**config.mk**
```make
export PLATFORM = sky130hd
export DESIGN_NAME = ethernet_udp_receive_flat
export DESIGN_NICKNAME = d
export VERILOG_FILES = /design/src/rtl/ethernet_udp_receive_if.sv /design/src/rtl/ethernet_udp_receive.sv /design/src/flat_wrapper.sv
export SDC_FILE = /design/constraint.sdc
export NUM_CORES = 1
export LEC_CHECK = 0
export CORE_MARGIN = 4
export CORE_UTILIZATION = 55
export CTS_BUF_LIST = sky130_fd_sc_hd__clkbuf_8 sky130_fd_sc_hd__clkbuf_16
export CTS_CLUSTER_SIZE = 28
export DETAILED_ROUTE_END_ITERATION = 10
export PLACE_DENSITY = 0.81
export SLEW_MARGIN = 20
export SYNTH_ARGS = -nofsm -noshare
export SYNTH_HDL_FRONTEND = slang
export SYNTH_SLANG_ARGS = --single-unit
```
**constraint.sdc**
```tcl
create_clock -name clk -period 5.7 [get_ports clk]
set_clock_uncertainty 0.1 [all_clocks]
set_input_delay 1.71 -clock clk [delete_from_list [all_inputs] [get_ports clk]]
set_output_delay 1.71 -clock clk [all_outputs]
set_load 0.005 [all_outputs]
```
**src/rtl/ethernet_udp_receive_if.sv**
```systemverilog
// PHY-side MII receive signals, local address filters and the delivered datagram.
interface ethernet_udp_receive_if #(
    parameter int unsigned DATA_WIDTH = 8
);
    logic                    rx_clk;
    logic                    rx_dv;
    logic [3:0]              rx_d;
    logic [47:0]             local_mac;
    logic [31:0]             local_ip;
    logic [15:0]             local_port;
    logic [DATA_WIDTH*8-1:0] data;
    logic [47:0]             src_mac;
    logic [31:0]             src_ip;
    logic [15:0]             src_port;
    logic                    valid;
    logic                    error;

    modport master (
        output rx_clk, rx_dv, rx_d, local_mac, local_ip, local_port,
        input  data, src_mac, src_ip, src_port, valid, error
    );

    modport slave (
        input  rx_clk, rx_dv, rx_d, local_mac, local_ip, local_port,
        output data, src_mac, src_ip, src_port, valid, error
    );
endinterface

```
**src/rtl/ethernet_udp_receive.sv**
```systemverilog
// MII receive path: synchronises the PHY nibble stream, strips Ethernet/IPv4/UDP
// headers, filters on local MAC/IP/port and delivers a fixed-size payload on good FCS.
module ethernet_udp_receive #(
    parameter int unsigned DATA_WIDTH = 8,
    parameter int unsigned MIN_FRAME  = 64
) (
    input logic                  clk,
    input logic                  reset,
    ethernet_udp_receive_if.slave bus
);
    localparam int unsigned   PW          = DATA_WIDTH * 8;
    localparam int unsigned   CW          = 11;
    localparam logic [CW-1:0] HDR_LAST    = CW'(41);
    localparam logic [CW-1:0] PAY_LAST    = CW'(41 + DATA_WIDTH);
    localparam logic [CW-1:0] CNT_MAX     = '1;
    localparam logic [15:0]   UDP_LEN     = 16'(8 + DATA_WIDTH);
    localparam logic [31:0]   CRC_POLY    = 32'hEDB8_8320;
    localparam logic [31:0]   CRC_RESIDUE = 32'hDEBB_20E3;

    localparam logic [2:0] IDLE     = 3'd0;
    localparam logic [2:0] PREAMBLE = 3'd1;
    localparam logic [2:0] HEADER   = 3'd2;
    localparam logic [2:0] PAYLOAD  = 3'd3;
    localparam logic [2:0] TRAIL    = 3'd4;
    localparam logic [2:0] CHECK    = 3'd5;
    localparam logic [2:0] DROP     = 3'd6;

    logic [2:0]    state, state_nx;
    logic [2:0]    rx_clk_s;
    logic [1:0]    rx_dv_s;
    logic [3:0]    rx_d_s0, rx_d_s1;
    logic          armed, nib_hi;
    logic [3:0]    nib_lo;
    logic [CW-1:0] byte_cnt;
    logic [31:0]   crc;
    logic [39:0]   field_sh;
    logic [PW-1:0] pay_sh;
    logic [47:0]   stage_src_mac;
    logic [31:0]   stage_src_ip;
    logic [15:0]   stage_src_port;

    logic          dv_c, nib_stb_c, in_frame_c, byte_stb_c, hdr_ok_c;
    logic [3:0]    nib_c;
    logic [7:0]    rx_byte_c;
    logic [47:0]   hdr_cur_c;

    assign dv_c       = rx_dv_s[1];
    assign nib_c      = rx_d_s1;
    assign nib_stb_c  = rx_clk_s[1] & ~rx_clk_s[2] & dv_c;
    assign in_frame_c = (state == HEADER) || (state == PAYLOAD) || (state == TRAIL);
    assign byte_stb_c = nib_stb_c & nib_hi & in_frame_c;
    assign rx_byte_c  = {nib_c, nib_lo};
    assign hdr_cur_c  = {field_sh, rx_byte_c};

    function automatic logic [31:0] crc_byte(input logic [31:0] c, input logic [7:0] b);
        logic [31:0] r;
        r = c ^ {24'd0, b};
        for (int i = 0; i < 8; i++)
            r = r[0] ? ((r >> 1) ^ CRC_POLY) : (r >> 1);
        return r;
    endfunction

    // Field filter, evaluated on the last byte of each checked header field.
    always_comb begin
        hdr_ok_c = 1'b1;
        case (byte_cnt)
            11'd5:  hdr_ok_c = (hdr_cur_c == bus.local_mac) || (hdr_cur_c == 48'hFFFF_FFFF_FFFF);
            11'd13: hdr_ok_c = (hdr_cur_c[15:0] == 16'h0800);
            11'd14: hdr_ok_c = (rx_byte_c == 8'h45);
            11'd23: hdr_ok_c = (rx_byte_c == 8'd17);
            11'd33: hdr_ok_c = (hdr_cur_c[31:0] == bus.local_ip);
            11'd37: hdr_ok_c = (hdr_cur_c[15:0] == bus.local_port);
            11'd39: hdr_ok_c = (hdr_cur_c[15:0] == UDP_LEN);
            default: hdr_ok_c = 1'b1;
        endcase
    end

    always_ff @(posedge clk) begin
        if (reset) state <= IDLE;
        else       state <= state_nx;
    end

    always_comb begin
        state_nx = state;
        case (state)
            IDLE:     if (nib_stb_c && armed) state_nx = PREAMBLE;
            PREAMBLE: begin
                if (!dv_c)                 state_nx = IDLE;
                else if (nib_stb_c) begin
                    if (nib_c == 4'hD)      state_nx = HEADER;
                    else if (nib_c != 4'h5) state_nx = DROP;
                end
            end
            HEADER: begin
                if (!dv_c)                      state_nx = IDLE;
                else if (byte_stb_c) begin
                    if (!hdr_ok_c)              state_nx = DROP;
                    else if (byte_cnt == HDR_LAST) state_nx = PAYLOAD;
                end
            end
            PAYLOAD: begin
                if (!dv_c)                                     state_nx = IDLE;
                else if (byte_stb_c && byte_cnt == PAY_LAST)   state_nx = TRAIL;
            end
            TRAIL:    if (!dv_c) state_nx = CHECK;
            CHECK:    state_nx = IDLE;
            DROP:     if (!dv_c) state_nx = IDLE;
            default:  state_nx = IDLE;
        endcase
    end

    always_ff @(posedge clk) begin
        if (reset) begin
            rx_clk_s       <= '0;
            rx_dv_s        <= '0;
            rx_d_s0        <= '0;
            rx_d_s1        <= '0;
            armed          <= 1'b0;
            nib_hi         <= 1'b0;
            nib_lo         <= '0;
            byte_cnt       <= '0;
            crc            <= 32'hFFFF_FFFF;
            field_sh       <= '0;
            pay_sh         <= '0;
            stage_src_mac  <= '0;
            stage_src_ip   <= '0;
            stage_src_port <= '0;
            bus.data       <= '0;
            bus.src_mac    <= '0;
            bus.src_ip     <= '0;
            bus.src_port   <= '0;
            bus.valid      <= 1'b0;
            bus.error      <= 1'b0;
        end else begin
            rx_clk_s  <= {rx_clk_s[1:0], bus.rx_clk};
            rx_dv_s   <= {rx_dv_s[0], bus.rx_dv};
            rx_d_s0   <= bus.rx_d;
            rx_d_s1   <= rx_d_s0;
            bus.valid <= 1'b0;
            bus.error <= 1'b0;

            // A new frame may only start once rx_dv has been seen low.
            if (!dv_c)              armed <= 1'b1;
            else if (state != IDLE) armed <= 1'b0;

            if (state == PREAMBLE && nib_stb_c && nib_c == 4'hD) begin
                crc      <= 32'hFFFF_FFFF;
                byte_cnt <= '0;
                nib_hi   <= 1'b0;
            end

            if (in_frame_c && nib_stb_c) begin
                if (!nib_hi) nib_lo <= nib_c;
                nib_hi <= ~nib_hi;
            end

            if (byte_stb_c) begin
                crc      <= crc_byte(crc, rx_byte_c);
                field_sh <= hdr_cur_c[39:0];
                if (byte_cnt != CNT_MAX) byte_cnt <= byte_cnt + CW'(1);
                if (state == HEADER) begin
                    case (byte_cnt)
                        11'd11:  stage_src_mac  <= hdr_cur_c;
                        11'd29:  stage_src_ip   <= hdr_cur_c[31:0];
                        11'd35:  stage_src_port <= hdr_cur_c[15:0];
                        default: ;
                    endcase
                end
                if (state == PAYLOAD) pay_sh <= PW'({pay_sh, rx_byte_c});
            end

            if ((state == HEADER || state == PAYLOAD) && !dv_c) bus.error <= 1'b1;

            if (state == CHECK) begin
                if (crc == CRC_RESIDUE && byte_cnt >= CW'(MIN_FRAME)) begin
                    bus.data     <= pay_sh;
                    bus.src_mac  <= stage_src_mac;
                    bus.src_ip   <= stage_src_ip;
                    bus.src_port <= stage_src_port;
                    bus.valid    <= 1'b1;
                end else begin
                    bus.error    <= 1'b1;
                end
            end
        end
    end
endmodule
```
**src/flat_wrapper.sv**
```systemverilog
// flat-port wrapper written by rule: the top's interface ports become plain ports
module ethernet_udp_receive_flat 
#(
    parameter int unsigned DATA_WIDTH = 8,
    parameter int unsigned MIN_FRAME  = 64
)
  (clk, reset, bus_rx_clk, bus_rx_dv, bus_rx_d, bus_local_mac, bus_local_ip, bus_local_port, bus_data, bus_src_mac, bus_src_ip, bus_src_port, bus_valid, bus_error);
  ethernet_udp_receive_if #(.DATA_WIDTH(DATA_WIDTH)) bus_i ();
  input logic clk;
  input logic reset;
  input wire logic [$bits(bus_i.rx_clk)-1:0] bus_rx_clk;
  input wire logic [$bits(bus_i.rx_dv)-1:0] bus_rx_dv;
  input wire logic [$bits(bus_i.rx_d)-1:0] bus_rx_d;
  input wire logic [$bits(bus_i.local_mac)-1:0] bus_local_mac;
  input wire logic [$bits(bus_i.local_ip)-1:0] bus_local_ip;
  input wire logic [$bits(bus_i.local_port)-1:0] bus_local_port;
  output wire logic [$bits(bus_i.data)-1:0] bus_data;
  output wire logic [$bits(bus_i.src_mac)-1:0] bus_src_mac;
  output wire logic [$bits(bus_i.src_ip)-1:0] bus_src_ip;
  output wire logic [$bits(bus_i.src_port)-1:0] bus_src_port;
  output wire logic [$bits(bus_i.valid)-1:0] bus_valid;
  output wire logic [$bits(bus_i.error)-1:0] bus_error;
  assign bus_i.rx_clk = bus_rx_clk;
  assign bus_i.rx_dv = bus_rx_dv;
  assign bus_i.rx_d = bus_rx_d;
  assign bus_i.local_mac = bus_local_mac;
  assign bus_i.local_ip = bus_local_ip;
  assign bus_i.local_port = bus_local_port;
  assign bus_data = bus_i.data;
  assign bus_src_mac = bus_i.src_mac;
  assign bus_src_ip = bus_i.src_ip;
  assign bus_src_port = bus_i.src_port;
  assign bus_valid = bus_i.valid;
  assign bus_error = bus_i.error;
  ethernet_udp_receive #(.DATA_WIDTH(DATA_WIDTH), .MIN_FRAME(MIN_FRAME)) u_core (.clk(clk), .reset(reset), .bus(bus_i));
endmodule
```
### After elaboration in Yosys (flattened, before gate mapping)

Index checks and enable logic that the tools add are counted.

| storage, ports and cells | value |
|---|---|
| bits in registers | 427 |
| logic and storage cells | 137 |
| input port bits | 104 |
| output and inout bits | 162 |

| operators by class | value |
|---|---|
| mux-type cells | 36 |
| equality and inequality tests | 39 |
| reduce and logical (&&, ||, !) cells | 23 |
| add/sub/neg operators | 1 |
| $lt $le $gt $ge | 1 |
| bitwise gates (word level) | 16 |

Operators with widths:

| operator | number |
|---|---|
| two-way mux 32 bit | 10 |
| NOT 13 -> 14 bit | 8 |
| equality test 11 x 6 -> 1 bit, second input constant | 6 |
| equality test 48 bit | 1 |
| equality test 48 bit, second input constant | 1 |
| two-way mux 3 bit | 13 |
| equality test 11 x 4 -> 1 bit, second input constant | 3 |
| two-way mux 11 bit | 3 |
| equality test 32 bit | 1 |
| equality test 32 bit, second input constant | 1 |
| XOR 32 x 8 -> 32 bit | 1 |
| equality test 11 x 5 -> 1 bit, second input constant | 2 |
| one-hot mux 3 bit (6 select lines) | 1 |
| equality test 16 x 12 -> 1 bit, second input constant | 1 |
| equality test 16 bit | 1 |
| equality test 16 x 5 -> 1 bit, second input constant | 1 |
| adder 11 x 1 -> 11 bit, second input constant | 1 |
| equality test 11 x 3 -> 1 bit, second input constant | 1 |
| greater-or-equal comparator 11 x 7 -> 1 bit, second input constant | 1 |
| != test 11 bit, second input constant | 1 |
| equality test 3 bit, second input constant | 3 |
| != test 3 bit, second input constant | 3 |
| AND reduction 3 bit | 3 |
| equality test 8 x 5 -> 1 bit, second input constant | 1 |
| other kinds (21) | 48 |

### Logic depth before layout (Yosys ltp)

Gate-level depths: netlist (run 1).

| logic depth | value |
|---|---|
| depth in word-level cells | 18 |
| mapped depth | 12 |
| gate-level depth less buffers | 10 |

### Least setup slack after synthesis (run 1)

Ideal clock, no wire load.

| timing path | value |
|---|---|
| path kind | input port to flip-flop |
| from | input bus_local_port[10] |
| to | register u_core.state[0] |
| setup time | 131 ps |
| arrival | 3031 ps |
| required time | 5469 ps |
| buffers on the path | 0 |
| stages | 8 |
| path slack | 2438 ps |
| path through | nor4bb_1 a31oi_1 o32ai_1 o2111ai_1 a2111o_1 and3_1 o21ai_2 a211oi_2 |

| on the way | value |
|---|---|
| longest elaborated chain between the ends | 6 |
| elaborated cells on any way between the ends | 8 |
| classes of those cells | eq/ne: 2; mux: 5; reduce/logical: 1 |

Ends and longest elaborated chain:

| element | RTL line | source |
|---|---|---|
| start, declared | flat_wrapper.sv:16 | `input wire logic [$bits(bus_i.local_port)-1:0] bus_local_port;` |
| equality test 16 bit (*) | ethernet_udp_receive.sv:72 | `11'd37: hdr_ok_c = (hdr_cur_c[15:0] == bus.local_port);` |
| one-hot mux 1 bit (7 select lines) (*) | ethernet_udp_receive.sv:66 | `case (byte_cnt)` |
| two-way mux 3 bit | ethernet_udp_receive.sv:97 | `if (!hdr_ok_c) state_nx = DROP;` |
| two-way mux 3 bit | ethernet_udp_receive.sv:96 | `else if (byte_stb_c) begin` |
| two-way mux 3 bit | ethernet_udp_receive.sv:95 | `if (!dv_c) state_nx = IDLE;` |
| one-hot mux 3 bit (6 select lines) | ethernet_udp_receive.sv:85 | `case (state)` |
| end signal, assigned | ethernet_udp_receive.sv:80 | `else state <= state_nx;` |
| end, declared | ethernet_udp_receive.sv:28 | `logic [2:0] state, state_nx;` |

Mark *: on every way between the ends. The rest lies on a longest branch, timed or not. The select of a mux whose other input is x is not followed.
A chain may end at the register's enable or synchronous reset.

### Worst setup path in the final report (run 1)

| timing path | value |
|---|---|
| from | input bus_local_mac[19] |
| to | register u_core.state[0] |

| on the way | value |
|---|---|
| longest elaborated chain between the ends | 7 |
| elaborated cells on any way between the ends | 9 |
| classes of those cells | eq/ne: 2; mux: 5; reduce/logical: 2 |

Ends and longest elaborated chain:

| element | RTL line | source |
|---|---|---|
| start, declared | flat_wrapper.sv:14 | `input wire logic [$bits(bus_i.local_mac)-1:0] bus_local_mac;` |
| equality test 48 bit (*) | ethernet_udp_receive.sv:67 | `11'd5: hdr_ok_c = (hdr_cur_c == bus.local_mac) \|\| (hdr_cur_c == 48'hFFFF_FFFF_FFFF);` |
| logical OR 1 bit (*) | ethernet_udp_receive.sv:67 |  |
| one-hot mux 1 bit (7 select lines) (*) | ethernet_udp_receive.sv:66 |  |
| two-way mux 3 bit | ethernet_udp_receive.sv:97 |  |
| two-way mux 3 bit | ethernet_udp_receive.sv:96 |  |
| two-way mux 3 bit | ethernet_udp_receive.sv:95 |  |
| one-hot mux 3 bit (6 select lines) | ethernet_udp_receive.sv:85 |  |

Marked as above.

==> impl_results.md, run 1 <==
- Finish-stage setup viols: 0
- Status: finished clean
- Io pins: 266
- Area leader, netlist: dfxtp_1
- Post-CTS Setup Bufs: 0
- Post-Syn Instances: 2215
- Cts hold-fix bufs: 0
- Area of the multi-input gates: 0.00827 mm²
- Core Box Area: 0.0315 mm²
- Core Util, Final: 68.6%
- Iter 0 DRT Violations: 1603
- Post-synth net total: 2323
- Worst EP required: 5990 ps
- Number of routed nets with antenna violations: 0
- Ys flop type: dfxtp_1
- Post-synthesis sequential area ratio: 48.8%
- Worst Tran Pin Value: 1160 ps
- Routability cong.: 0.906
- DP HPWL: 32.5 mm
- First-pass GRT wire length: 80.8 mm
- Longest Clk Path Bufs: 3
- Top cell type's share of synthesized area: 48.8%
- Largest net degree at the start of global routing: 161
- Routed WL: 51.3 mm
- Synth unique cells: 63
- Crit path max fanout: 3
- Vias in the first global route: 15300
- Clock transition at the registers of the reported paths: 60 ps
- Overflow after GRT: 0
- Relative slew margins: 22.9%
- GR Util All Layers: 28.0%
- CTS Root Buffer Type: clkbuf_16
- Peak supply drop: 0.195 mV
- Final critical-path share of the clock period: 65.6%
- Setup TNS Final: 0 ps
- Post-Place Setup Slack: 1540 ps
- Register area: 0.00855 mm²
- Chip Height: 187 µm
- Drc violations: 0
- Lkg Pwr: 7.26 nW
- Port bufs: 265
- Maxcap violations: 0
- Asr flop ratio synth: 0%
- Site row count: 65
- 1st-pass router iterations: 5
- # clock sinks: 427
- Post-synthesis cell area: 0.0175 mm²
- Final hold viol count: 0
- Fillers: 2505
- Via density: 5.74
- Effective utilization at floorplan: 55.7%
- WS Path Type: input pin to flop
- EDFF count, synth: 0
- Wirelength per Cell: 18.4 µm
- HP Class: flop to flop
- Antenna diodes: 0
- Critical path arrival: 4030 ps
- Die area: 0.0348 mm²
- Post-layout minimum cycle time: 3740 ps
- Layout cells sized above 1: 4.57%
- Kind of start point of the critical path: input pin
- CTS tree: built
- Post-CTS Resized: 0
- FF+latch count, synth: 427
- Setup ws final: 1960 ps
- Synth top area cells: dfxtp_1 49%, nand2_1 15%, a21oi_1 10%
- Vias after detailed routing: 16000
- Die X: 187 µm
- Max-slew violations: 0
- TritonCTS buffer count: 43
- Achievable Freq: 268 MHz
- Layout area overhead: 23.2%
- PwrDens: 284 mW/mm²
- H-tree depth: 2
- Nets: 2465
- Worst setup EP type: flop
- RSZ-0062 raised after global routing: no
- Synth warn: 0
- Clock insertion delay at the later pin of the skew report: 550 ps
- Antenna violations before repair: 0
- Syn Area/Cell: 7.91 µm²
[routing by layer]
layer / track usage (%) / share of wire (%) / wire [µm] / vias up
met3: 4.79 / 8.3 / 4250 / 152
li1: - / - / - / 7566
met4: 11.7 / 4.4 / 2250 / 0
met5: 0 / 0 / 0 / -
met2: 46.0 / 47 / 23900 / 742
met1: 37.0 / 41 / 20800 / 7549
[power by group]
part	total (mW)	switching [mW]	internal [mW]
combinational	0.275	0.143	0.132
sequential	3.02	0.0212	2.99
clock	2.84	1.17	1.67
total	6.13	1.33	4.79
[final cells by class]
| cell class | count | area share (%) |
|---|---|---|
| clock buffer | 51 | 5.49 |
| clock inverter | 23 | 1.16 |
| inverter | 10 | 0.174 |
| multi-input combinational | 1595 | 38.3 |
| sequential | 427 | 39.6 |
| tap | 402 | 2.33 |
| timing repair buffer | 280 | 12.9 |
[layout by cell type (no fill, tap or decap), drive strengths merged, types with 7 or more instances in the layout]
cell / count
clkdlybuf4s50: 264
xnor2: 84
nand2b: 11
nand2: 714
a31oi: 7
o21ai: 22
inv: 18
nand4: 32
nor3: 38
nor4: 27
clkbuf: 51
clkinv: 11
nand3: 14
dfxtp: 427
or2: 9
buf: 16
a21oi: 364
nor2b: 16
xor2: 73
nor2: 74
o21bai: 13
mux2i: 22
[synthesized netlist by cell type (6+ instances only)]
cell type and count:
nor2b_1 16, buf_1 6, buf_2 20, nand3_1 14
nor4_1 24, a21oi_1 364, inv_1 10, a31oi_1 7
nor2_1 73, clkbuf_1 154, xnor2_1 83, o21bai_1 13
dfxtp_1 427, nand4_1 31, nor3_1 37, nand2b_1 11
or2_2 9, xor2_1 73, nand2_1 714, o21ai_0 18
mux2i_1 22
[stage by stage]
step / power [mW] / cell area, µm² / hold WS (ps) / cells
3_5_place_dp: 3.35 / 20200 / 324 / 2714
3_3_place_gp: 3.35 / 20200 / 321 / 2714
2_1_floorplan: 3.23 / 17500 / 314 / 2215
6_report: 6.13 / 21600 / 330 / 2788
5_1_grt: 6.31 / 21600 / 345 / 2788
4_1_cts: 6.15 / 21600 / 332 / 2788
[registers in the layout, indices dropped and copies added (netlist names), 2 cells and up]
| name | cells |
|---|---|
| u_core.stage_src_port | 16 |
| u_core.state | 3 |
| u_core.byte_cnt | 11 |
| u_core.stage_src_mac | 48 |
| u_core.stage_src_ip | 32 |
| u_core.rx_d_s0 | 4 |
| u_core.nib_lo | 4 |
| u_core.pay_sh | 64 |
| u_core.rx_dv_s | 2 |
| u_core.rx_clk_s | 3 |
| u_core.bus.src_ip | 32 |
| u_core.crc | 32 |
| u_core.bus.src_mac | 48 |
| u_core.field_sh | 40 |
| u_core.bus.src_port | 16 |
| u_core.bus.data | 64 |
| u_core.nib_c | 4 |
[logic make-up (layout without fill, tap and decap cells)]
family	after synthesis	count (layout)	share of synthesized area (%)
AO/OA/AOI/OAI	440	440	13.5
XOR/XNOR	157	157	7.89
adder cells (fa/ha/maj)	4	4	0.286
buffers and inverters	193	364	4.38
flip-flops	427	427	48.8
multiplexers	22	22	1.26
AND/OR/NAND/NOR	972	972	23.9
[final timing paths]
kind                                start                               end  slack, ps  cells past startpoint
max reg2reg   u_core.crc[21]$_SDFFE_PP1P_  u_core.bus.data[57]$_SDFFE_PP0P_       2130                      7
max                     bus_local_mac[19]      u_core.state[0]$_SDFFE_PP0P_       1960                      9
min reg2reg  u_core.rx_d_s0[2]$_SDFF_PP0_        u_core.nib_c[2]$_SDFF_PP0_        330                      1
min          u_core.rx_d_s0[2]$_SDFF_PP0_        u_core.nib_c[2]$_SDFF_PP0_        330                      1
[worst max-delay path, cell delays in order]
cell and delay, ps:
clkdlybuf4s50_1 430, xor2_1 150, nor4_1 680, nand4_1 150, o31ai_1 360, nand2_1 120, and3_1 190, o21ai_2 160
a211oi_2 80
Note: power is estimated with default switching activity, not from simulation.
==> inputs of run 2 (changes only) <==
--- a/config.mk
+++ b/config.mk
@@ -6,11 +6,11 @@
 export NUM_CORES = 1
 export LEC_CHECK = 0
 export CORE_MARGIN = 4
-export CORE_UTILIZATION = 55
+export CORE_UTILIZATION = 54
 export CTS_BUF_LIST = sky130_fd_sc_hd__clkbuf_8 sky130_fd_sc_hd__clkbuf_16
 export CTS_CLUSTER_SIZE = 28
 export DETAILED_ROUTE_END_ITERATION = 10
-export PLACE_DENSITY = 0.81
+export PLACE_DENSITY = 0.8
 export SLEW_MARGIN = 20
 export SYNTH_ARGS = -nofsm -noshare
 export SYNTH_HDL_FRONTEND = slang
==> constraint.sdc (replaced) <==
create_clock -name clk -period 3.6 [get_ports clk]
set_clock_uncertainty 0.1 [all_clocks]
set_input_delay 1.08 -clock clk [delete_from_list [all_inputs] [get_ports clk]]
set_output_delay 1.08 -clock clk [all_outputs]
set_load 0.005 [all_outputs]
==> impl_results.md, run 2 (synthesis results as in run 1) <==
- PwrDens: 448 mW/mm² (was 284 mW/mm²)
- Effective utilization at floorplan: 55.1% (was 55.7%)
- Most frequent cells in the layout: 714 x nand2_1, 427 x dfxtp_1, 364 x a21oi_1, 264 x clkdlybuf4s50_1, 83 x xnor2_1 (unchanged)
- Longest Clk Path Bufs: 3 (unchanged)
- Setup ws final: 469 ps (was 1960 ps)
- Post-CTS Setup Bufs: 0 (unchanged)
- Maxcap violations: 0 (unchanged)
- Global routing usage on met2: 47.0% (was 46.0%)
- Via density: 5.60 (was 5.74)
- M1 GR Usage: 37.2% (was 37.0%)
- Final hold viol count: 0 (unchanged)
- First-pass GRT wire length: 82.5 mm (was 80.8 mm)
- Reg2reg setup slack: 470 ps (was 2130 ps)
- Peak supply drop: 0.310 mV (was 0.195 mV)
- Drc violations: 0 (unchanged)
- Critical path arrival: 3420 ps (was 4030 ps)
- Relative slew margins: 25.0% (was 22.9%)
- WP buf/inv: 0 (was 1)
- Reg2Reg Capture Point: u_core.stage_src_mac[40]$_SDFFE_PP0P_ (was u_core.bus.data[57]$_SDFFE_PP0P_)
- Final hold slack: 330 ps (about the same)
- Sw power: 2.11 mW (was 1.33 mW)
- Clock transition at the registers of the reported paths: 60 ps (about the same)
- Most common cell after layout, fill and taps aside: nand2_1 (unchanged)
- Die X: 188 µm (was 187 µm)
- Status: finished clean (unchanged)
- TritonCTS buffer count: 43 (unchanged)
- Max-slew violations: 0 (unchanged)
- WS Path Type: flop to flop (was input pin to flop)
- Nets: 2492 (was 2465)
- Post-layout minimum cycle time: 3130 ps
- Hold path startpoint: u_core.rx_d_s0[0]$_SDFF_PP0_ (was u_core.rx_d_s0[2]$_SDFF_PP0_)
- Final critical-path share of the clock period: 87.0%
- Number of routed nets with antenna violations: 0 (unchanged)
- Crit path max fanout: 48 (was 3)
- HP Class: flop to flop (unchanged)
- Port bufs: 265 (unchanged)
- Io pins: 266 (unchanged)
- Comb power frac: 4.5% (about the same)
- CTS Root Buffer Type: clkbuf_16 (unchanged)
- Dpl cells: 2774 (was 2714)
- Wirelength per Cell: 18.4 µm (about the same)
- DP HPWL: 34.0 mm (was 32.5 mm)
- Clock insertion delay at the later pin of the skew report: 530 ps (was 550 ps)
- Chip Height: 188 µm (was 187 µm)
- Lkg Pwr: 7.46 nW (was 7.26 nW)
- Sequential power share: 48.6% (was 49.2%)
- Die area: 0.0354 mm² (was 0.0348 mm²)
- Kind of start point of the critical path: flop (was input pin)
- Routed WL: 52.5 mm (was 51.3 mm)
- Iter 0 DRT Violations: 1566 (was 1603)
- GRT met3 Usage: 6.09% (was 4.79%)
- Critical path's top delay family: simple AND/OR/NAND/NOR gates (unchanged)
- Antenna diodes: 0 (unchanged)
- Final std cells w/o fill: 2853 (was 2788)
- Layout area overhead: 25.3% (was 23.2%)
- Overflow after GRT: 0 (unchanged)
- Gr busiest metal: met2 (unchanged)
- Vias in the first global route: 15400 (was 15300)
- Finish-stage setup viols: 0 (unchanged)
- Antenna violations before repair: 0 (unchanged)
- Largest net degree at the start of global routing: 128 (was 161)
- Layout cells sized above 1: 5.67% (was 4.57%)
- Critical-path top delay cell: or4_4 (was nor4_1)
- Post-CTS Resized: 0 (unchanged)
- 1st-pass router iterations: 6 (was 5)
- Clock power frac: 46.9% (was 46.3%)
- Worst setup EP type: flop (unchanged)
- Routability cong.: 0.924 (was 0.906)
- Vias after detailed routing: 16000 (about the same)
- Worst Tran Pin Value: 1120 ps (was 1160 ps)
- H-tree depth: 2 (unchanged)
- CP cell instances: nor3b_1, o21ai_1, nor2_4, nand3_1, or4_4, nand2_1, a21oi_1 (was clkdlybuf4s50_1, xor2_1, nor4_1, nand4_1, o31ai_1, nand2_1, and3_1, o21ai_2, a211oi_2)
- Switching Fraction: 21.4% (was 21.8%)
- Worst r2r path cells: 7 (unchanged)
- Core Box Area: 0.0318 mm² (was 0.0315 mm²)
- Worst r2r src: u_core.state[2]$_SDFFE_PP0P_ (was u_core.crc[21]$_SDFFE_PP1P_)
- Fillers: 2503 (was 2505)
- RSZ-0062 raised after global routing: no (unchanged)
- Achievable Freq: 319 MHz
- Site row count: 65 (unchanged)
- Int Pwr: 7.73 mW (was 4.79 mW)
- CTS tree: built (unchanged)
- # clock sinks: 427 (unchanged)
- Largest regs: u_core.bus.data: 64 flops, u_core.pay_sh: 64 flops (unchanged)
- Max incr delay on CP: 940 ps (was 680 ps)
- Post-Place Setup Slack: 51.1 ps (was 1540 ps)
- Hold Path End: u_core.nib_c[0]$_SDFF_PP0_ (was u_core.nib_c[2]$_SDFF_PP0_)
- Worst EP required: 3890 ps (was 5990 ps)
- GR Util All Layers: 28.4% (was 28.0%)
- Hold Crit Depth: 1 (unchanged)
- Cts hold-fix bufs: 0 (unchanged)
[run 2: cell types whose count changed in the layout (fill, tap and decap cells not counted), moves of 2 or more]
cell | previous run | this run
buf_4 | 13 | 35
inv_1 | 17 | 20
clkinv_2 | 8 | 5
clkbuf_16 | 43 | 45
clkbuf_8 | 8 | 14
buf_12 | 2 | 7
[run 2: power by group through the flow]
stage | registers [mW] | logic [mW] | clock network, mW
final | 4.78 | 0.448 | 4.62
after global routing | 4.78 | 0.477 | 4.86
after CTS | 4.78 | 0.441 | 4.67
after detailed placement | 4.88 | 0.439 | 0
after floorplan | 4.85 | 0.264 | 0
after global placement | 4.88 | 0.430 | 0
[run 2: worst max-delay path by stage]
stage,start,to,slack [ps],cells past startpoint
floorplan,u_core.byte_cnt[1]$_SDFF_PP0_,u_core.state[0]$_SDFFE_PP0P_,920,12
global placement,bus_local_mac[19],u_core.state[0]$_SDFFE_PP0P_,-2,10
detailed placement,bus_local_mac[19],u_core.state[2]$_SDFFE_PP0P_,50,10
CTS,u_core.state[1]$_SDFFE_PP0P_,u_core.stage_src_mac[40]$_SDFFE_PP0P_,500,7
global route,u_core.state[1]$_SDFFE_PP0P_,u_core.pay_sh[36]$_SDFFE_PP0P_,260,8
finish,u_core.state[2]$_SDFFE_PP0P_,u_core.stage_src_mac[40]$_SDFFE_PP0P_,470,7
[run 2: layer usage]
metal	vias to the layer above	share of wire (%)
li1	7631	-
met1	7448	40
met2	767	47
met3	136	9.6
met4	0	3.5
met5	-	0
[run 2: cell type report]
type                    instances  area, µm²  area share (%)
clock buffers                  59       1320            6.01
clock inverters                20        180           0.821
inverters                      10       37.5           0.171
multi-input cells            1595       8270            37.7
flip-flops and latches        427       8550            38.9
well taps                     435        544            2.48
repair buffers                307       3060            13.9
[run 2: stage by stage]
stage / utilization (%) / TNS, ps / power [mW] / cell area (µm²)
after global placement: 64.3 / -1.84 / 5.31 / 20500
after detailed placement: 64.3 / 0 / 5.32 / 20500
after floorplan: - / 0 / 5.11 / 17500
after CTS: 69.0 / 0 / 9.88 / 22000
after global routing: 69.0 / 0 / 10.1 / 22000
final: 69.0 / 0 / 9.84 / 22000
==> inputs of run 3 (changes only) <==
--- a/config.mk
+++ b/config.mk
@@ -10,6 +10,7 @@
 export CTS_BUF_LIST = sky130_fd_sc_hd__clkbuf_8 sky130_fd_sc_hd__clkbuf_16
 export CTS_CLUSTER_SIZE = 28
 export DETAILED_ROUTE_END_ITERATION = 10
+export MAX_ROUTING_LAYER = met4
 export PLACE_DENSITY = 0.8
 export SLEW_MARGIN = 20
 export SYNTH_ARGS = -nofsm -noshare
==> constraint.sdc (replaced) <==
create_clock -name clk -period 3.6 [get_ports clk]
set_clock_uncertainty 0.1 [all_clocks]
set_input_delay 1.08 -clock clk [delete_from_list [all_inputs] [get_ports clk]]
set_output_delay 1.08 -clock clk [all_outputs]
set_load 0.01 [all_outputs]
==> impl_results.md, run 3 (synthesis results as in run 1) <==
- Status: finished clean (unchanged)
- H-tree depth: 2 (unchanged)
- DP Area: 0.0205 mm² (about the same)
- Worst Tran Pin Value: 990 ps (was 1120 ps)
- HP Class: flop to flop (unchanged)
- Reg2reg setup slack: 440 ps (was 470 ps)
- Site row count: 65 (unchanged)
- PwrDens: 441 mW/mm² (was 448 mW/mm²)
- Fillers: 2484 (was 2503)
- RSZ-0062 raised after global routing: no (unchanged)
- Antenna violations before repair: 0 (unchanged)
- Port bufs: 265 (unchanged)
- DP HPWL: 34.5 mm (was 34.0 mm)
- Cts hold-fix bufs: 0 (unchanged)
- Critical-path top delay cell: or4_4 (unchanged)
- Routed WL: 51.9 mm (was 52.5 mm)
- Setup TNS Final: 0 ps (unchanged)
- Critical path arrival: 3460 ps (was 3420 ps)
- Overflow after GRT: 0 (unchanged)
- Final hold viol count: 0 (unchanged)
- Finish-stage setup viols: 0 (unchanged)
- Most common cell after layout, fill and taps aside: nand2_1 (unchanged)
- CTS tree: built (unchanged)
- Layout cells sized above 1: 5.62% (was 5.67%)
- Setup ws final: 444 ps (was 469 ps)
- Post-layout minimum cycle time: 3160 ps (was 3130 ps)
- Die X: 188 µm (unchanged)
- Post-CTS Resized: 0 (unchanged)
- Post-Place Setup Slack: 30.1 ps (was 51.1 ps)
- Longest Clk Path Bufs: 3 (unchanged)
- Total power: 9.67 mW (was 9.84 mW)
- Largest net degree at the start of global routing: 101 (was 128)
- First-pass GRT wire length: 81.7 mm (was 82.5 mm)
- CTS Root Buffer Type: clkbuf_16 (unchanged)
- Via density: 5.63 (was 5.60)
- Number of routed nets with antenna violations: 0 (unchanged)
- Relative slew margins: 33.9% (was 25.0%)
- Effective utilization at floorplan: 55.1% (unchanged)
- Final std cells w/o fill: 2856 (was 2853)
- Core Util, Final: 69.0% (about the same)
- Peak supply drop: 0.423 mV (was 0.310 mV)
- WS Path Type: flop to flop (unchanged)
- Die area: 0.0354 mm² (unchanged)
- Largest regs: u_core.bus.data: 64 flops, u_core.pay_sh: 64 flops (unchanged)
- Nets: 2495 (was 2492)
- Achievable Freq: 317 MHz (was 319 MHz)
- Io pins: 266 (unchanged)
- CP cell instances: nor3b_1, o21ai_1, nor2_4, nand3_1, or4_4, nand2_1, a21oi_1 (unchanged)
- Clock transition at the registers of the reported paths: 60 ps (about the same)
- Maxcap violations: 0 (unchanged)
- # clock sinks: 427 (unchanged)
- Final hold slack: 336 ps (was 330 ps)
- Iter 0 DRT Violations: 1666 (was 1566)
- Max incr delay on CP: 930 ps (was 940 ps)
- Vias in the first global route: 15400 (about the same)
- Wirelength per Cell: 18.2 µm (was 18.4 µm)
- Clock insertion delay at the later pin of the skew report: 540 ps (was 530 ps)
- Layout area overhead: 25.2% (was 25.3%)
- Most frequent cells in the layout: 714 x nand2_1, 427 x dfxtp_1, 364 x a21oi_1, 264 x clkdlybuf4s50_1, 83 x xnor2_1 (unchanged)
- Dpl cells: 2778 (was 2774)
- Post-CTS Setup Bufs: 0 (unchanged)
- Lkg Pwr: 7.46 nW (about the same)
- Routability cong.: 0.937 (was 0.924)
- Chip Height: 188 µm (unchanged)
- Final critical-path share of the clock period: 87.7% (was 87.0%)
- Core Box Area: 0.0318 mm² (unchanged)
- TritonCTS buffer count: 42 (was 43)
- Max-slew violations: 0 (unchanged)
- 1st-pass router iterations: 7 (was 6)
- Crit path max fanout: 48 (unchanged)
- Kind of start point of the critical path: flop (unchanged)
- Vias after detailed routing: 16100 (was 16000)
- Worst setup EP type: flop (unchanged)
- Worst EP required: 3910 ps (was 3890 ps)
- GR Util All Layers: 28.8% (was 28.4%)
- Drc violations: 0 (unchanged)
- Final Cell Area: 0.0219 mm² (was 0.0220 mm²)
run 3: cell types whose count changed in the layout (fill, tap and decap cells not counted), sizes merged:
cell    change
buf         +4
bufinv      +1
clkbuf      -7
clkinv      +1
diode       +1
inv         +3
run 3: routing by layer:
metal / vias up / routed length [µm] / GRT usage (%)
met2: 700 / 24700 / 46.5
li1: 7649 / - / -
met1: 7595 / 21400 / 37.1
met4: 0 / 1830 / 9.82
met3: 141 / 3970 / 4.69
met5: - / 0 / -
run 3: area by class of cell:
cell class / count / area, µm² / area share (%)
Clock inverter: 25 / 251 / 1.15
Antenna cell: 1 / 2.50 / 0.0114
Multi-Input combinational cell: 1595 / 8270 / 37.7
Timing Repair Buffer: 311 / 3100 / 14.1
Sequential cell: 427 / 8550 / 39.0
Inverter: 10 / 37.5 / 0.171
Clock buffer: 52 / 1190 / 5.42
Tap cell: 435 / 544 / 2.48
run 3: report_power, final:
group	switching (mW)	internal, mW	leakage (nW)	total [mW]
Clock	1.81	2.64	0.754	4.45
Sequential	0.0397	4.74	3.44	4.78
Combinational	0.224	0.217	3.26	0.440
Total	2.08	7.59	7.46	9.67
run 3: worst max-delay path, delay by kind of cell, from the launching register on:
kind               cells  cell delay, ps
and+or+nand+nor        5            1940
DFF                    1             650
AOI/OAI and AO/OA      2             290
run 3: final timing paths:
path	to	cells after the start	from
setup / recovery	u_core.stage_src_mac[20]$_SDFFE_PP0P_	7	u_core.state[2]$_SDFFE_PP0P_
hold / removal	u_core.nib_c[1]$_SDFF_PP0_	1	u_core.rx_d_s0[1]$_SDFF_PP0_
setup reg to reg	u_core.stage_src_mac[20]$_SDFFE_PP0P_	7	u_core.state[2]$_SDFFE_PP0P_
hold reg to reg	u_core.nib_c[1]$_SDFF_PP0_	1	u_core.rx_d_s0[1]$_SDFF_PP0_
